$ cat config.mk
export PLATFORM = sky130hd
export DESIGN_NAME = pe_state_sequencer_flat
export DESIGN_NICKNAME = d
export VERILOG_FILES = /design/src/rtl/pe_state_sequencer_pkg.sv /design/src/rtl/pe_state_sequencer_if.sv /design/src/rtl/pe_state_sequencer_block.sv /design/src/rtl/pe_state_sequencer.sv /design/src/flat_wrapper.sv
export SDC_FILE = /design/constraint.sdc
export NUM_CORES = 1
export LEC_CHECK = 0
export ABC_AREA = 1
export CAP_MARGIN = 15
export CORE_UTILIZATION = 40
export CTS_CLUSTER_DIAMETER = 50
export DETAILED_ROUTE_END_ITERATION = 6
export GPL_TIMING_DRIVEN = 0
export PLACE_DENSITY = 0.89
export SETUP_SLACK_MARGIN = 0.4
export SYNTH_ARGS = -nofsm -noshare
export SYNTH_HDL_FRONTEND = slang
export SYNTH_SLANG_ARGS = --single-unit
$ cat constraint.sdc
create_clock -name clk -period 1.9 [get_ports clk]
set_input_delay 0.38 -clock clk [delete_from_list [all_inputs] [get_ports clk]]
set_output_delay 0.38 -clock clk [all_outputs]
set_load 0.02 [all_outputs]
$ cat src/rtl/pe_state_sequencer_pkg.sv
// Shared definitions for the PE state sequencer slice.
// Holds the compute-step vector widths, the loop-bound maxima, the derived
// field widths, the PE state encoding and the State_of_PE record layout that
// the activation RAM and weight buffer consume.
package pe_state_sequencer_pkg;

    localparam int unsigned I     = 4;   // activations per compute step
    localparam int unsigned F     = 4;   // weights per compute step
    localparam int unsigned MAX_A = 64;  // compressed activations per channel
    localparam int unsigned MAX_W = 64;  // compressed weights per channel per k-group
    localparam int unsigned MAX_C = 8;   // input channels
    localparam int unsigned MAX_K = 8;   // k-groups
    localparam int unsigned MAX_L = 8;   // conv layers

    // Index widths (hold 0 .. MAX-1)
    localparam int unsigned LW = $clog2(MAX_L);
    localparam int unsigned CW = $clog2(MAX_C);
    localparam int unsigned KW = $clog2(MAX_K);

    // Count/offset widths (hold 0 .. MAX)
    localparam int unsigned AW     = $clog2(MAX_A) + 1;
    localparam int unsigned WW     = $clog2(MAX_W) + 1;
    localparam int unsigned CFG_LW = LW + 1;
    localparam int unsigned CFG_CW = CW + 1;
    localparam int unsigned CFG_KW = KW + 1;

    typedef enum logic [1:0] {
        ST_IDLE    = 2'd0,
        ST_LOAD    = 2'd1,
        ST_COMPUTE = 2'd2,
        ST_PPU     = 2'd3
    } pe_state_e;

    typedef struct packed {
        pe_state_e       state;
        logic [LW-1:0]   layer;
        logic [CW-1:0]   c;
        logic [KW-1:0]   k;
        logic [AW-1:0]   a;
        logic [WW-1:0]   w;
        logic [AW-1:0]   remain_a;
        logic [WW-1:0]   remain_w;
        logic            flag_a;
        logic            flag_w;
    } State_of_PE;

endpackage

$ cat src/rtl/pe_state_sequencer_if.sv
// Bus between the PE state sequencer and its neighbours (DRAM loader,
// multiplier array, PPU, activation RAM / weight buffer).
//   master : environment side - drives start, layer config, per-channel
//            counts and the load_done / mul_ready / ppu_done handshakes.
//   slave  : sequencer side - drives the state code, loop indices, block
//            offsets, remaining counts, flags, step_valid and net_done,
//            plus the packed State_of_PE record.
interface pe_state_sequencer_if;
    import pe_state_sequencer_pkg::*;

    logic              start;
    logic [CFG_LW-1:0] cfg_num_layers;
    logic [CFG_CW-1:0] cfg_num_c;
    logic [CFG_KW-1:0] cfg_num_k;
    logic [AW-1:0]     a_count;
    logic [WW-1:0]     w_count;
    logic              load_done;
    logic              mul_ready;
    logic              ppu_done;

    logic [1:0]        state;
    logic [LW-1:0]     Current_Conv_Layer;
    logic [CW-1:0]     Current_c;
    logic [KW-1:0]     Current_k;
    logic [AW-1:0]     Current_a;
    logic [WW-1:0]     Current_w;
    logic [AW-1:0]     remain_a;
    logic [WW-1:0]     remain_w;
    logic              Flag_remain_a;
    logic              Flag_remain_w;
    logic              step_valid;
    logic              net_done;
    State_of_PE        pe_state_rec;

    modport master (
        output start, cfg_num_layers, cfg_num_c, cfg_num_k, a_count, w_count,
               load_done, mul_ready, ppu_done,
        input  state, Current_Conv_Layer, Current_c, Current_k, Current_a,
               Current_w, remain_a, remain_w, Flag_remain_a, Flag_remain_w,
               step_valid, net_done, pe_state_rec
    );

    modport slave (
        input  start, cfg_num_layers, cfg_num_c, cfg_num_k, a_count, w_count,
               load_done, mul_ready, ppu_done,
        output state, Current_Conv_Layer, Current_c, Current_k, Current_a,
               Current_w, remain_a, remain_w, Flag_remain_a, Flag_remain_w,
               step_valid, net_done, pe_state_rec
    );

endinterface

$ cat src/rtl/pe_state_sequencer_block.sv
// pe_block_counter: block offset walker for one operand stream.
// Steps an offset by STEP through 0 .. count-1 and reports the remaining
// element count and whether a full vector of STEP is still available.
//   clk, rst : clock, asynchronous active-high reset
//   clr      : synchronous clear of the offset to 0
//   adv      : advance one block (wraps to 0 after the last block)
//   count    : number of elements in the stream
//   offset   : current block start offset
//   remain   : count - offset
//   flag     : remain >= STEP
//   last     : current block is the final one (offset + STEP >= count)
module pe_block_counter #(
    parameter int unsigned STEP = 4,
    parameter int unsigned W    = 7
) (
    input  logic         clk,
    input  logic         rst,
    input  logic         clr,
    input  logic         adv,
    input  logic [W-1:0] count,
    output logic [W-1:0] offset,
    output logic [W-1:0] remain,
    output logic         flag,
    output logic         last
);

    // One extra bit so offset + STEP cannot wrap near the top of the range
    logic [W:0] next_off;

    always_comb begin
        next_off = {1'b0, offset} + (W+1)'(STEP);
        last     = next_off >= {1'b0, count};
        remain   = count - offset;
        flag     = remain >= W'(STEP);
    end

    always_ff @(posedge clk or posedge rst) begin
        if (rst) begin
            offset <= '0;
        end else if (clr) begin
            offset <= '0;
        end else if (adv) begin
            offset <= last ? '0 : next_off[W-1:0];
        end
    end

endmodule

$ cat src/rtl/pe_state_sequencer.sv
// pe_state_sequencer: per-PE scheduler for the SCNN Cartesian-product
// dataflow. Walks layer -> k-group -> input channel -> weight block ->
// activation block and publishes the PE state record.
//   clk  : clock
//   rst  : asynchronous active-high reset (aborts to IDLE, no net_done)
//   bus  : pe_state_sequencer_if.slave - config/handshake inputs and the
//          state code, indices, offsets, remain counts, flags, step_valid,
//          net_done and packed State_of_PE outputs
module pe_state_sequencer
    import pe_state_sequencer_pkg::*;
(
    input  logic                  clk,
    input  logic                  rst,
    pe_state_sequencer_if.slave   bus
);

    pe_state_e     state_q, state_n;
    logic [LW-1:0] layer_q, layer_n;
    logic [CW-1:0] c_q, c_n;
    logic [KW-1:0] k_q, k_n;
    logic          net_done_q, net_done_n;

    logic [AW-1:0] off_a, rem_a;
    logic [WW-1:0] off_w, rem_w;
    logic          flag_a, flag_w, last_a, last_w;

    logic in_compute, empty_ch, step_valid, retire, chan_done;
    logic last_c, last_k, last_layer, clr_blk;

    always_comb begin
        in_compute = (state_q == ST_COMPUTE);
        empty_ch   = (bus.a_count == '0) || (bus.w_count == '0);
        step_valid = in_compute && !empty_ch;
        retire     = step_valid && bus.mul_ready;
        // An empty channel is consumed in one cycle without retiring a step
        chan_done  = in_compute && (empty_ch || (retire && last_a && last_w));
        last_c     = ({1'b0, c_q} + CFG_CW'(1)) == bus.cfg_num_c;
        last_k     = ({1'b0, k_q} + CFG_KW'(1)) == bus.cfg_num_k;
        last_layer = ({1'b0, layer_q} + CFG_LW'(1)) == bus.cfg_num_layers;
        clr_blk    = (state_q == ST_IDLE) || (state_q == ST_LOAD);
    end

    // Activation blocks are innermost; the weight block advances only when
    // the activation walker wraps.
    pe_block_counter #(.STEP(I), .W(AW)) u_act_blk (
        .clk    (clk),
        .rst    (rst),
        .clr    (clr_blk),
        .adv    (retire),
        .count  (bus.a_count),
        .offset (off_a),
        .remain (rem_a),
        .flag   (flag_a),
        .last   (last_a)
    );

    pe_block_counter #(.STEP(F), .W(WW)) u_wgt_blk (
        .clk    (clk),
        .rst    (rst),
        .clr    (clr_blk),
        .adv    (retire && last_a),
        .count  (bus.w_count),
        .offset (off_w),
        .remain (rem_w),
        .flag   (flag_w),
        .last   (last_w)
    );

    always_ff @(posedge clk or posedge rst) begin
        if (rst) begin
            state_q    <= ST_IDLE;
            layer_q    <= '0;
            c_q        <= '0;
            k_q        <= '0;
            net_done_q <= 1'b0;
        end else begin
            state_q    <= state_n;
            layer_q    <= layer_n;
            c_q        <= c_n;
            k_q        <= k_n;
            net_done_q <= net_done_n;
        end
    end

    always_comb begin
        state_n    = state_q;
        layer_n    = layer_q;
        c_n        = c_q;
        k_n        = k_q;
        net_done_n = 1'b0;
        case (state_q)
            ST_IDLE: begin
                if (bus.start) begin
                    if (bus.cfg_num_layers != '0) begin
                        state_n = ST_LOAD;
                        layer_n = '0;
                        c_n     = '0;
                        k_n     = '0;
                    end else begin
                        net_done_n = 1'b1;
                    end
                end
            end
            ST_LOAD: begin
                c_n = '0;
                k_n = '0;
                if (bus.load_done) begin
                    state_n = ST_COMPUTE;
                end
            end
            ST_COMPUTE: begin
                if (chan_done) begin
                    if (last_c) begin
                        state_n = ST_PPU;
                    end else begin
                        c_n = c_q + CW'(1);
                    end
                end
            end
            ST_PPU: begin
                if (bus.ppu_done) begin
                    c_n = '0;
                    if (!last_k) begin
                        k_n     = k_q + KW'(1);
                        state_n = ST_COMPUTE;
                    end else if (!last_layer) begin
                        layer_n = layer_q + LW'(1);
                        k_n     = '0;
                        state_n = ST_LOAD;
                    end else begin
                        state_n    = ST_IDLE;
                        net_done_n = 1'b1;
                    end
                end
            end
            default: state_n = ST_IDLE;
        endcase
    end

    assign bus.state              = state_q;
    assign bus.Current_Conv_Layer = layer_q;
    assign bus.Current_c          = c_q;
    assign bus.Current_k          = k_q;
    assign bus.Current_a          = off_a;
    assign bus.Current_w          = off_w;
    assign bus.remain_a           = rem_a;
    assign bus.remain_w           = rem_w;
    assign bus.Flag_remain_a      = flag_a;
    assign bus.Flag_remain_w      = flag_w;
    assign bus.step_valid         = step_valid;
    assign bus.net_done           = net_done_q;
    assign bus.pe_state_rec       = '{
        state:    state_q,
        layer:    layer_q,
        c:        c_q,
        k:        k_q,
        a:        off_a,
        w:        off_w,
        remain_a: rem_a,
        remain_w: rem_w,
        flag_a:   flag_a,
        flag_w:   flag_w
    };

endmodule

$ cat src/flat_wrapper.sv
// flat-port wrapper written by rule: the top's interface ports become plain ports
module pe_state_sequencer_flat import pe_state_sequencer_pkg::*;
  (clk, rst, bus_start, bus_cfg_num_layers, bus_cfg_num_c, bus_cfg_num_k, bus_a_count, bus_w_count, bus_load_done, bus_mul_ready, bus_ppu_done, bus_state, bus_Current_Conv_Layer, bus_Current_c, bus_Current_k, bus_Current_a, bus_Current_w, bus_remain_a, bus_remain_w, bus_Flag_remain_a, bus_Flag_remain_w, bus_step_valid, bus_net_done, bus_pe_state_rec);
  pe_state_sequencer_if bus_i ();
  input  logic clk;
  input  logic rst;
  input wire logic [$bits(bus_i.start)-1:0] bus_start;
  input wire logic [$bits(bus_i.cfg_num_layers)-1:0] bus_cfg_num_layers;
  input wire logic [$bits(bus_i.cfg_num_c)-1:0] bus_cfg_num_c;
  input wire logic [$bits(bus_i.cfg_num_k)-1:0] bus_cfg_num_k;
  input wire logic [$bits(bus_i.a_count)-1:0] bus_a_count;
  input wire logic [$bits(bus_i.w_count)-1:0] bus_w_count;
  input wire logic [$bits(bus_i.load_done)-1:0] bus_load_done;
  input wire logic [$bits(bus_i.mul_ready)-1:0] bus_mul_ready;
  input wire logic [$bits(bus_i.ppu_done)-1:0] bus_ppu_done;
  output wire logic [$bits(bus_i.state)-1:0] bus_state;
  output wire logic [$bits(bus_i.Current_Conv_Layer)-1:0] bus_Current_Conv_Layer;
  output wire logic [$bits(bus_i.Current_c)-1:0] bus_Current_c;
  output wire logic [$bits(bus_i.Current_k)-1:0] bus_Current_k;
  output wire logic [$bits(bus_i.Current_a)-1:0] bus_Current_a;
  output wire logic [$bits(bus_i.Current_w)-1:0] bus_Current_w;
  output wire logic [$bits(bus_i.remain_a)-1:0] bus_remain_a;
  output wire logic [$bits(bus_i.remain_w)-1:0] bus_remain_w;
  output wire logic [$bits(bus_i.Flag_remain_a)-1:0] bus_Flag_remain_a;
  output wire logic [$bits(bus_i.Flag_remain_w)-1:0] bus_Flag_remain_w;
  output wire logic [$bits(bus_i.step_valid)-1:0] bus_step_valid;
  output wire logic [$bits(bus_i.net_done)-1:0] bus_net_done;
  output wire logic [$bits(bus_i.pe_state_rec)-1:0] bus_pe_state_rec;
  assign bus_i.start = bus_start;
  assign bus_i.cfg_num_layers = bus_cfg_num_layers;
  assign bus_i.cfg_num_c = bus_cfg_num_c;
  assign bus_i.cfg_num_k = bus_cfg_num_k;
  assign bus_i.a_count = bus_a_count;
  assign bus_i.w_count = bus_w_count;
  assign bus_i.load_done = bus_load_done;
  assign bus_i.mul_ready = bus_mul_ready;
  assign bus_i.ppu_done = bus_ppu_done;
  assign bus_state = bus_i.state;
  assign bus_Current_Conv_Layer = bus_i.Current_Conv_Layer;
  assign bus_Current_c = bus_i.Current_c;
  assign bus_Current_k = bus_i.Current_k;
  assign bus_Current_a = bus_i.Current_a;
  assign bus_Current_w = bus_i.Current_w;
  assign bus_remain_a = bus_i.remain_a;
  assign bus_remain_w = bus_i.remain_w;
  assign bus_Flag_remain_a = bus_i.Flag_remain_a;
  assign bus_Flag_remain_w = bus_i.Flag_remain_w;
  assign bus_step_valid = bus_i.step_valid;
  assign bus_net_done = bus_i.net_done;
  assign bus_pe_state_rec = bus_i.pe_state_rec;
  pe_state_sequencer u_core (.clk(clk), .rst(rst), .bus(bus_i));
endmodule
Word-level counts from Yosys, hierarchy flattened --
Index checks and enable logic that the tools add are counted.
Cells by class: add/sub/neg operators 10, equal/unequal tests 16, reductions and logical operators 21, magnitude comparators 4, mux-type cells 35
Operators with widths (count):
- 2-to-1 mux 7 bit | 6
- 2-to-1 mux 3 bit | 11
- adder 7 x 3 -> 8 bit (second input constant) | 2
- >= comparator 8 x 7 -> 1 bit | 2
- != test 2 bit (second input constant) | 8
- >= comparator 7 x 3 -> 1 bit (second input constant) | 2
- logical NOT 7 bit | 2
- 2-to-1 mux 2 bit | 7
- subtractor 7 bit | 2
- adder 3 x 1 -> 4 bit (second input constant) | 3
- == test 4 bit | 3
- case mux 3 bit (4 select lines) | 1
- AND reduction 6 bit | 2
- AND reduction 5 bit | 2
- adder 3 x 1 -> 3 bit (second input constant) | 3
- case mux 3 bit (3 select lines) | 1
- case mux 2 bit (4 select lines) | 1
- 2-to-1 mux 1 bit | 6
- case mux 3 bit (2 select lines) | 1
- nonzero test 2 bit | 3
- logical AND 1 bit | 5
- == test 2 bit (second input constant) | 2
- nonzero test 4 bit | 1
- logical OR 1 bit | 3
- other kinds (7) | 7
Word-level totals: input port bits 32, logic and storage cells 93, flip-flop bits (word level) 26

Longest topological paths before layout --
Gate-level depths: netlist of the first run.
depth in word-level cells 11, depth in mapped cells 14

Hierarchy --
From an unflattened synthesis of the first run, not the netlist that was laid out.
Second synthesis, totals: cells, all modules 497, area, all modules 3020.4 µm²
Modules (own cells, without submodules):
- pe_state_sequencer | cells an instance 245, area each 1524.0 µm², times used 1, seq. area each 300.3 µm²
- pe_block_counter | cells an instance 126, area each 748.2 µm², times used 2, seq. area each 125.1 µm²

Least setup slack after synthesis of the first run --
Ideal clock, no wire load.
kind register to output, start register u_core.u_wgt_blk.offset[2], end output bus_pe_state_rec[0], cell stages (with the launch flop) 10, arrival 2.172 ns, setup slack -0.652 ns, path buffers 1, cells stage by stage dfrtp_1 > inv_1 > ha_1 > inv_1 > nand2_1 > o21ai_1 > xor2_1 > nor3_1 > nand3_1 > buf_4
On the way: cells in the longest elaborated chain, start to end 2
RTL lines:
- start, declared | line pe_state_sequencer_block.sv:21 | output logic [W-1:0] offset,
- start signal, assigned | line pe_state_sequencer_block.sv:43 | offset <= last ? '0 : next_off[W-1:0];
- subtractor 7 bit | line pe_state_sequencer_block.sv:33 | remain = count - offset;
- via bus_pe_state_rec[6] | line flat_wrapper.sv:28 | output wire logic [$bits(bus_i.pe_state_rec)-1:0] bus_pe_state_rec;
- >= comparator 7 x 3 -> 1 bit | line pe_state_sequencer_block.sv:34 | flag = remain >= W'(STEP);
- end, declared | line flat_wrapper.sv:28
The timed path passes the listed nets, and every way through them passes these cells.

Final worst setup path of the first run --
start register u_core.u_act_blk.offset[2], end register u_core.c_q[0] (netlist: u_core.bus.Current_c[0])
On the way: cells in the longest elaborated chain, start to end 8
RTL lines:
- start, declared | line pe_state_sequencer_block.sv:21
- start signal, assigned | line pe_state_sequencer_block.sv:43
- adder 7 x 3 -> 8 bit | line pe_state_sequencer_block.sv:31 | next_off = {1'b0, offset} + (W+1)'(STEP);
- >= comparator 8 x 7 -> 1 bit | line pe_state_sequencer_block.sv:32 | last = next_off >= {1'b0, count};
- logical AND 1 bit (2 in a row) | line pe_state_sequencer.sv:36 | chan_done = in_compute && (empty_ch || (retire && last_a && last_w));
- logical OR 1 bit | line pe_state_sequencer.sv:36
- logical AND 1 bit | line pe_state_sequencer.sv:36
- != test 2 bit (no line)
- AND reduction 5 bit (no line)
- end signal, assigned | line pe_state_sequencer.sv:79 | c_q <= c_n;
- end, declared | line pe_state_sequencer.sv:19 | logic [CW-1:0] c_q, c_n;
No other way between the ends. A chain may end at the register's enable or synchronous reset.

==> results of run 1 <==
## area by class of cell
class / instances / area [µm²]
multi-input combinational: 258 / 2389
timing repair buffer: 194 / 1822
fill: 266 / 815.8
sequential: 22 / 575.6
buffer: 47 / 412.9
inverter: 69 / 276.5
tap: 77 / 96.34
clock buffer: 3 / 41.29
clock inverter: 1 / 30.03
## worst register-to-register path, cell delays in order (launching register included)
cell	delay, ns
sky130_fd_sc_hd__dfrtp_2	0.45
sky130_fd_sc_hd__buf_6	0.12
sky130_fd_sc_hd__buf_6	0.10
sky130_fd_sc_hd__buf_6	0.12
sky130_fd_sc_hd__ha_4	0.17
sky130_fd_sc_hd__nand3_4	0.06
sky130_fd_sc_hd__xor2_2	0.20
sky130_fd_sc_hd__inv_2	0.09
sky130_fd_sc_hd__ha_4	0.29
sky130_fd_sc_hd__nand3_1	0.13
sky130_fd_sc_hd__nand2_2	0.12
sky130_fd_sc_hd__nor2_4	0.05
sky130_fd_sc_hd__nand2_4	0.13
sky130_fd_sc_hd__nand3_4	0.12
sky130_fd_sc_hd__nand2_4	0.15
sky130_fd_sc_hd__nand3_4	0.11
sky130_fd_sc_hd__nand2_2	0.07
sky130_fd_sc_hd__nand2_1	0.08
## cells in the final DEF (no fill, tap or decap), types with 15 or more instances in the layout
cell type / count
sky130_fd_sc_hd__buf_4: 87
sky130_fd_sc_hd__nand2_2: 18
sky130_fd_sc_hd__buf_6: 88
sky130_fd_sc_hd__dlygate4sd2_1: 23
sky130_fd_sc_hd__inv_1: 41
sky130_fd_sc_hd__inv_2: 21
sky130_fd_sc_hd__ha_1: 15
sky130_fd_sc_hd__clkdlybuf4s50_1: 17
sky130_fd_sc_hd__dfrtp_2: 20
sky130_fd_sc_hd__nand2_1: 53
## power breakdown
group | switching (W) | internal (W)
Sequential | 0.000107 | 0.000553
Combinational | 0.00262 | 0.00230
Clock | 0.000197 | 0.000282
Total | 0.00292 | 0.00313
## logic make-up after synthesis
kind of cell / Yosys count
and+or+nand+nor: 152
buffers and inverters: 116
AOI/OAI and AO/OA: 36
adders and majority gates: 31
xor gates and xnor gates: 26
DFF: 22
other: 2
## timing repair
action                                  in CTS  in global routing
endpoints found under the setup margin      98                 78
resized for setup                          388                141
gates cloned                                 1                  0
pin swaps                                   44                 51
buffers inserted                            61                 26
## sequential cells by signal, indices dropped and copies added (netlist names)
register and cells:
u_core.u_wgt_blk.offset 5, u_core.bus.state 2, u_core.bus.Current_c 3, u_core.bus.net_done 1, u_core.bus.Current_Conv_Layer 3, u_core.u_act_blk.offset 5, u_core.bus.Current_k 3
## stage by stage
stage               area, µm²  setup TNS [ns]  utilization [%]  setup slack, ns
global route             5643          -22.53            87.37          -0.8168
CTS                      4977          -15.88            77.06          -0.6164
detailed placement       4143          -30.77            64.14           -1.231
finish                   5643          -20.48            87.37          -0.7662
global placement         4143          -29.41            64.14           -1.201
floorplan                2975          -4.902                -          -0.2928
## layer usage
metal | part of all wire, % | vias up | wire [µm]
met1 | 34 | 1734 | 4583
met2 | 50 | 325 | 6810
met5 | 0 | - | 0
li1 | - | 1574 | -
met3 | 8.9 | 122 | 1221
met4 | 7.7 | 0 | 1052
## path summary, 6_finish.rpt
path | from | to | slack (ns) | cells past startpoint
min reg2reg | u_core.u_wgt_blk.offset[4] | u_core.u_wgt_blk.offset[4] | 0.64 | 2
max in group asynchronous | rst | u_core.bus.Current_Conv_Layer[0] | 0.63 | 2
max | u_core.u_act_blk.offset[2] | u_core.bus.Current_c[0] | -0.77 | 17
min in group clk | u_core.u_wgt_blk.offset[4] | u_core.u_wgt_blk.offset[4] | 0.64 | 2
min | rst | u_core.bus.Current_k[1] | 0.61 | 2
max reg2reg | u_core.u_act_blk.offset[2] | u_core.bus.Current_c[0] | -0.77 | 17
==> metrics.txt, run 1 <==
# TYPE chip_impl_metric gauge
chip_impl_metric{name="synthesis.instances",unit=""} 385
chip_impl_metric{name="synth_seq_area_share",unit="%"} 20.18
chip_impl_metric{name="critical_path_peak_fanout",unit=""} 5
chip_impl_metric{name="grt.met1_usage",unit="%"} 31.77
chip_impl_metric{name="fraction_of_final_layout_cells_with_drive_strength_greater_than_1",unit="%"} 62.46
chip_impl_metric{name="clock_path_buffers",unit=""} 2
chip_impl_metric{name="fp-row-count",unit=""} 29
chip_impl_metric{name="synth.top_cell.area_share",unit="%"} 20.18
chip_impl_metric{name="mapped_avg_cell_area",unit="µm²"} 7.085
chip_impl_metric{name="setup_ws",unit="ns"} -0.7662
chip_impl_metric{name="global_route_total_usage_across_every_layer",unit="%"} 28.79
chip_impl_metric{name="ys_async_sr_fraction",unit="%"} 100.0
chip_impl_metric{name="synth_area",unit="µm²"} 2728
chip_impl_info{name="setup_repair_after_global_routing_missed_its_margin",value="true"} 1
chip_impl_info{name="grt-busiest-layer",value="met2"} 1
chip_impl_metric{name="overflow",unit=""} 0
chip_impl_metric{name="vdd.ir_drop.worst",unit="µV"} 660.9
chip_impl_metric{name="timing.critical_path.required",unit="ns"} 2.06
chip_impl_info{name="dominant_combinational_cell_family_by_area_after_synthesis",value="simple AND/OR/NAND/NOR gates"} 1
chip_impl_info{name="clock_tree.root_cell",value="sky130_fd_sc_hd__clkbuf_8"} 1
chip_impl_metric{name="layout_worst_path_cycle_share",unit="%"} 140.3
chip_impl_metric{name="total_power",unit="W"} 0.006054
chip_impl_metric{name="dr.pass1.iters",unit=""} 7
chip_impl_metric{name="synth_xor_xnor_area_share",unit="%"} 8.349
chip_impl_metric{name="synth-edff-count",unit=""} 0
chip_impl_metric{name="htree_levels",unit=""} 1
chip_impl_metric{name="worst_clock_skew",unit="ns"} 0.002976
chip_impl_metric{name="synth_fa_ha_area_share",unit="%"} 14.22
chip_impl_metric{name="cts.clk_slew.worst_paths",unit="ns"} 0.10
chip_impl_metric{name="hpwlAfterDp",unit="µm"} 5759
chip_impl_metric{name="routed_wirelength",unit="µm"} 13670
chip_impl_info{name="violations_in_the_final_reports",value="DRC, setup timing"} 1
chip_impl_metric{name="critical_path.n_buffers_inverters",unit=""} 4
chip_impl_info{name="setup_crit_end_kind",value="flop"} 1
chip_impl_metric{name="worst_ep_arrival_time",unit="ns"} 2.83
chip_impl_metric{name="final_cell_count_no_fill",unit=""} 671
chip_impl_metric{name="maxCapViolations",unit=""} 0
chip_impl_metric{name="p_leak",unit="nW"} 2.806
chip_impl_info{name="netlist_top_cells_area",value="sky130_fd_sc_hd__dfrtp_1, sky130_fd_sc_hd__ha_1, sky130_fd_sc_hd__buf_4"} 1
chip_impl_metric{name="detailed_route_wire_length_per_cell",unit="µm"} 20.37
chip_impl_metric{name="placement.io_buffers",unit=""} 107
chip_impl_metric{name="floorplan.core_area",unit="µm²"} 6459
chip_impl_metric{name="insertion_delay_to_the_later_sink_of_the_worst_skew_pair",unit="ns"} 0.28
chip_impl_info{name="timing.critical_path.slowest_stage_cell",value="sky130_fd_sc_hd__dfrtp_2"} 1
chip_impl_metric{name="drt_iter0_drc",unit=""} 330
chip_impl_metric{name="final_period_minus_worst_setup_slack",unit="ns"} 2.666
chip_impl_metric{name="die-width",unit="µm"} 84.58
chip_impl_info{name="status",value="finished with violations"} 1
chip_impl_metric{name="insertedDiodeCount",unit=""} 0
chip_impl_metric{name="cp_slowest_stage_delay",unit="ns"} 0.45
chip_impl_metric{name="synthesis_warning_total",unit=""} 0
chip_impl_metric{name="max_slew_margin",unit="%"} 35.76
chip_impl_metric{name="remaining_drc_errors",unit=""} 9
chip_impl_metric{name="syn2layout_area_growth",unit="%"} 106.9
chip_impl_metric{name="wire_length_of_the_first_global_routing_pass",unit="µm"} 16660
chip_impl_metric{name="grt_antenna_before_repair",unit=""} 0
chip_impl_metric{name="place.gp.congestion",unit=""} 0.8594
chip_impl_metric{name="synth_mux_area_share",unit="%"} 0
chip_impl_metric{name="dp_cells",unit=""} 579
chip_impl_metric{name="synth-compound-area-share",unit="%"} 7.431
chip_impl_info{name="synth_top_cells_by_count",value="sky130_fd_sc_hd__nand2_1, sky130_fd_sc_hd__inv_1, sky130_fd_sc_hd__buf_4, sky130_fd_sc_hd__ha_1, sky130_fd_sc_hd__nand3_1"} 1
chip_impl_metric{name="final_net_count",unit=""} 658
chip_impl_metric{name="met3_track_usage_gr",unit="%"} 4.425
chip_impl_metric{name="boundaryPins",unit=""} 116
chip_impl_info{name="crit_family",value="simple AND/OR/NAND/NOR gates"} 1
chip_impl_info{name="crit_chain",value="buf_6, buf_6, buf_6, ha_4, nand3_4, xor2_2, inv_2, ha_4, nand3_1, nand2_2, nor2_4, nand2_4, nand3_4, nand2_4, nand3_4, nand2_2, nand2_1"} 1
chip_impl_metric{name="report.final.setup_viol",unit=""} 45
chip_impl_info{name="most_used_standard_cell_by_instance_count_after_synthesis",value="sky130_fd_sc_hd__nand2_1"} 1
chip_impl_metric{name="ctsHoldBuffers",unit=""} 0
chip_impl_info{name="holdCritPathClass",value="primary input to async pin"} 1
chip_impl_metric{name="grt_pass1_vias",unit=""} 3558
chip_impl_metric{name="cts-buffers-inserted",unit=""} 3
chip_impl_metric{name="powerDensity",unit="nW/µm²"} 1073
chip_impl_metric{name="max_slew.worst_pin.slew",unit="ns"} 0.9626
chip_impl_metric{name="die_area",unit="µm²"} 7153
chip_impl_metric{name="timing.final.max_slew_violations",unit=""} 0
chip_impl_info{name="synth_top_cell_by_area",value="sky130_fd_sc_hd__dfrtp_1"} 1
chip_impl_info{name="critical_path.startpoint_type",value="flop"} 1
chip_impl_metric{name="grt_max_degree",unit=""} 23
chip_impl_info{name="synth_flop_cell",value="sky130_fd_sc_hd__dfrtp_1"} 1
chip_impl_metric{name="fmax",unit="MHz"} 375.1
chip_impl_metric{name="ys_ff_latch",unit=""} 22
chip_impl_metric{name="initial_cell_density_of_the_core",unit="%"} 42.23
chip_impl_metric{name="gr-usage-met2",unit="%"} 54.25
chip_impl_metric{name="hold_viol_final",unit=""} 0
chip_impl_info{name="cts_tree",value="yes"} 1
chip_impl_metric{name="clock_sink_count",unit=""} 22
chip_impl_metric{name="hold_slack",unit="ns"} 0.6146
chip_impl_metric{name="die_outline_height",unit="µm"} 84.58
chip_impl_metric{name="post_drt_via_cell_ratio",unit=""} 5.596
chip_impl_metric{name="ys_types",unit=""} 27
chip_impl_metric{name="num_vias",unit=""} 3755
chip_impl_metric{name="ant_nets",unit=""} 0
chip_impl_info{name="timing.setup.critical_path_class",value="flop to flop"} 1
chip_impl_metric{name="synth_simple_gate_area_share",unit="%"} 27.11
No activity file was read; power rests on OpenSTA's default activity.
==> run 2: changes to the inputs <==
--- a/config.mk
+++ b/config.mk
@@ -7,11 +7,13 @@
 export LEC_CHECK = 0
 export ABC_AREA = 1
 export CAP_MARGIN = 15
-export CORE_UTILIZATION = 40
+export CELL_PAD_IN_SITES_DETAIL_PLACEMENT = 1
+export CELL_PAD_IN_SITES_GLOBAL_PLACEMENT = 1
+export CORE_UTILIZATION = 32
 export CTS_CLUSTER_DIAMETER = 50
 export DETAILED_ROUTE_END_ITERATION = 6
 export GPL_TIMING_DRIVEN = 0
-export PLACE_DENSITY = 0.89
+export PLACE_DENSITY = 0.95
 export SETUP_SLACK_MARGIN = 0.4
 export SYNTH_ARGS = -nofsm -noshare
 export SYNTH_HDL_FRONTEND = slang
==> constraint.sdc (replaced) <==
create_clock -name clk -period 3.1 [get_ports clk]
set_input_delay 0.62 -clock clk [delete_from_list [all_inputs] [get_ports clk]]
set_output_delay 0.62 -clock clk [all_outputs]
set_load 0.02 [all_outputs]
==> run 2 against run 1 <==
  * The flow now finishes without violations
  * Core utilization decreased by 34 points
  * Combinational power is 62% lower
  * Global-route usage is 6.8 points lower
  * Via count decreased by 20%
  * Sequential power shrank 37%
  * Flip-flop and latch count stayed put
  * Cell count decreased by 6.9%
  * Clock skew about the same
  * Sequential share of layout area grew 2.4 points
  * Register-to-register slack improved by 1.2 ns
  * Die area rose by 24%
  * Worst setup slack better by 1.0 ns
  * Critical path type is now flop to output pin
  * Largest cell class unchanged
  * Largest power group unchanged
  * Highest routed layer unchanged
==> metrics.txt, run 2 (synthesis gave the netlist of run 1 again) <==
# TYPE chip_impl_metric gauge
chip_impl_metric{name="floorplan.core_area",unit="µm²"} 8217
chip_impl_metric{name="dr.pass1.iters",unit=""} 4
chip_impl_metric{name="htree_levels",unit=""} 1
chip_impl_metric{name="die-width",unit="µm"} 94.33
chip_impl_metric{name="maxCapViolations",unit=""} 0
chip_impl_metric{name="clock_sink_count",unit=""} 22
chip_impl_metric{name="critical_path_peak_fanout",unit=""} 3
chip_impl_metric{name="cts-buffers-inserted",unit=""} 3
chip_impl_metric{name="insertedDiodeCount",unit=""} 0
chip_impl_metric{name="timing.critical_path.required",unit="ns"} 2.48
chip_impl_info{name="holdCritPathClass",value="flop to flop"} 1
chip_impl_info{name="critical_path.startpoint_type",value="flop"} 1
chip_impl_metric{name="final_util",unit="%"} 53.53
chip_impl_metric{name="hpwlAfterDp",unit="µm"} 6917
chip_impl_info{name="layout_common_cells",value="sky130_fd_sc_hd__clkdlybuf4s50_1, sky130_fd_sc_hd__nand2_1, sky130_fd_sc_hd__buf_4"} 1
chip_impl_metric{name="layout.filler_cells",unit=""} 1000
chip_impl_info{name="status",value="finished clean"} 1
chip_impl_metric{name="fraction_of_final_layout_cells_with_drive_strength_greater_than_1",unit="%"} 31.92
chip_impl_metric{name="worst_clock_skew",unit="ns"} 0.003364
chip_impl_metric{name="cts.clk_slew.worst_paths",unit="ns"} 0.09
chip_impl_metric{name="initial_cell_density_of_the_core",unit="%"} 33.20
chip_impl_metric{name="max_slew_margin",unit="%"} 38.72
chip_impl_metric{name="wire_length_of_the_first_global_routing_pass",unit="µm"} 15330
chip_impl_metric{name="boundaryPins",unit=""} 116
chip_impl_metric{name="worst_ep_arrival_time",unit="ns"} 2.20
chip_impl_metric{name="fp-row-count",unit=""} 33
chip_impl_info{name="cts_tree",value="yes"} 1
chip_impl_metric{name="p_leak",unit="nW"} 2.219
chip_impl_metric{name="ant_nets",unit=""} 0
chip_impl_metric{name="ctsHoldBuffers",unit=""} 0
chip_impl_metric{name="hold_viol_final",unit=""} 0
chip_impl_metric{name="max_slew.worst_pin.slew",unit="ns"} 0.9182
chip_impl_info{name="setup_crit_end_kind",value="output pin"} 1
chip_impl_metric{name="num_vias",unit=""} 2987
chip_impl_metric{name="place.gp.congestion",unit=""} 0.8064
chip_impl_metric{name="grt_max_degree",unit=""} 23
chip_impl_metric{name="post_drt_via_cell_ratio",unit=""} 4.779
chip_impl_metric{name="clock_path_buffers",unit=""} 2
chip_impl_metric{name="grt_pass1_vias",unit=""} 3257
chip_impl_metric{name="drt_iter0_drc",unit=""} 103
chip_impl_metric{name="global_route_total_usage_across_every_layer",unit="%"} 21.99
chip_impl_info{name="timing.setup.critical_path_class",value="flop to output pin"} 1
chip_impl_metric{name="detailed_route_wire_length_per_cell",unit="µm"} 15.65
chip_impl_metric{name="timing.final.max_slew_violations",unit=""} 0
chip_impl_metric{name="die_outline_height",unit="µm"} 94.33
chip_impl_metric{name="layout_worst_path_cycle_share",unit="%"} 90.85
chip_impl_metric{name="overflow",unit=""} 0
chip_impl_metric{name="report.final.setup_viol",unit=""} 0
chip_impl_metric{name="die_area",unit="µm²"} 8897
chip_impl_metric{name="final_net_count",unit=""} 584
chip_impl_metric{name="hold_slack",unit="ns"} 0.6087
chip_impl_metric{name="fmax",unit="MHz"} 355.1
chip_impl_metric{name="grt_antenna_before_repair",unit=""} 0
chip_impl_info{name="setup_repair_after_global_routing_missed_its_margin",value="true"} 1
chip_impl_metric{name="insertion_delay_to_the_later_sink_of_the_worst_skew_pair",unit="ns"} 0.27
chip_impl_metric{name="routed_wirelength",unit="µm"} 9784
chip_impl_metric{name="placement.io_buffers",unit=""} 107
chip_impl_metric{name="remaining_drc_errors",unit=""} 0
chip_impl_metric{name="vdd.ir_drop.worst",unit="µV"} 241.3
chip_impl_info{name="most_common_cell_after_layout_fill_and_taps_aside",value="sky130_fd_sc_hd__clkdlybuf4s50_1"} 1
chip_impl_metric{name="final_period_minus_worst_setup_slack",unit="ns"} 2.816
chip_impl_metric{name="syn2layout_area_growth",unit="%"} 61.24
chip_impl_metric{name="powerDensity",unit="nW/µm²"} 570.0
chip_impl_info{name="clock_tree.root_cell",value="sky130_fd_sc_hd__clkbuf_8"} 1
chip_impl_info{name="layout_top_registers",value="u_core.u_act_blk.offset x5, u_core.u_wgt_blk.offset x5"} 1
-- run 2: final cells by class --
cell class,count,area (µm²),area share (%)
Buffer,47,375.4,8.535
Clock buffer,4,55.05,1.252
Inverter,69,266.5,6.060
Multi-Input combinational cell,257,1861,42.30
Sequential cell,22,554.3,12.60
Tap cell,105,131.4,2.987
Timing Repair Buffer,121,1155,26.26
-- run 2: worst paths after layout --
kind                                            start  slack, ns                         end  depth (start not counted)
setup / recovery           u_core.u_wgt_blk.offset[2]       0.28         bus_pe_state_rec[0]                         10
hold / removal                u_core.bus.Current_c[1]       0.61     u_core.bus.Current_c[1]                          2
setup reg to reg           u_core.u_act_blk.offset[2]       0.46     u_core.bus.Current_c[1]                         14
hold reg to reg               u_core.bus.Current_c[1]       0.61     u_core.bus.Current_c[1]                          2
max in group asynchronous                         rst       1.63  u_core.u_act_blk.offset[2]                          2
min in group asynchronous                         rst       0.85     u_core.bus.Current_k[1]                          2
-- run 2: timing repair --
action / in CTS / in global routing
buffers inserted: 9 / 5
pin swaps: 26 / 17
endpoints found under the setup margin: 27 / 33
gates cloned: 0 / 0
resized for setup: 137 / 32
-- run 2: power by group --
group	switching [W]	total [W]	leakage, nW	internal [W]
Sequential	0.0000853	0.000418	0.297	0.000332
Clock	0.000107	0.000221	0.0288	0.000114
Combinational	0.00106	0.00187	1.89	0.000810
-- run 2: routing by layer --
layer	track usage, %	vias up	wire (µm)
met2	42.87	117	5171
met5	0	-	0
li1	-	1423	-
met4	9.872	0	461
met3	3.398	36	553
met1	22.74	1411	3598
-- run 2: metrics by stage --
step	total power [W]	setup WS [ns]	setup TNS (ns)	instances	area (µm²)
4_1_cts	0.002393	0.3102	0	620	4294
5_1_grt	0.002677	0.2431	0	625	4398
3_3_place_gp	0.002027	-0.5474	-7.345	607	4004
6_report	0.002507	0.2836	0	625	4398
3_5_place_dp	0.002099	-0.6555	-8.767	607	4004
2_1_floorplan	0.001477	0.4362	0	395	2801
-- run 2: critical path, stage by stage (launching register included) --
cell and delay, ns:
sky130_fd_sc_hd__dfrtp_2 0.41, sky130_fd_sc_hd__inv_4 0.06, sky130_fd_sc_hd__ha_4 0.29, sky130_fd_sc_hd__inv_2 0.05, sky130_fd_sc_hd__or2_1 0.26, sky130_fd_sc_hd__xnor2_1 0.19, sky130_fd_sc_hd__inv_1 0.10, sky130_fd_sc_hd__nor3_2 0.17
sky130_fd_sc_hd__nand3_2 0.13, sky130_fd_sc_hd__buf_6 0.14, sky130_fd_sc_hd__buf_6 0.12
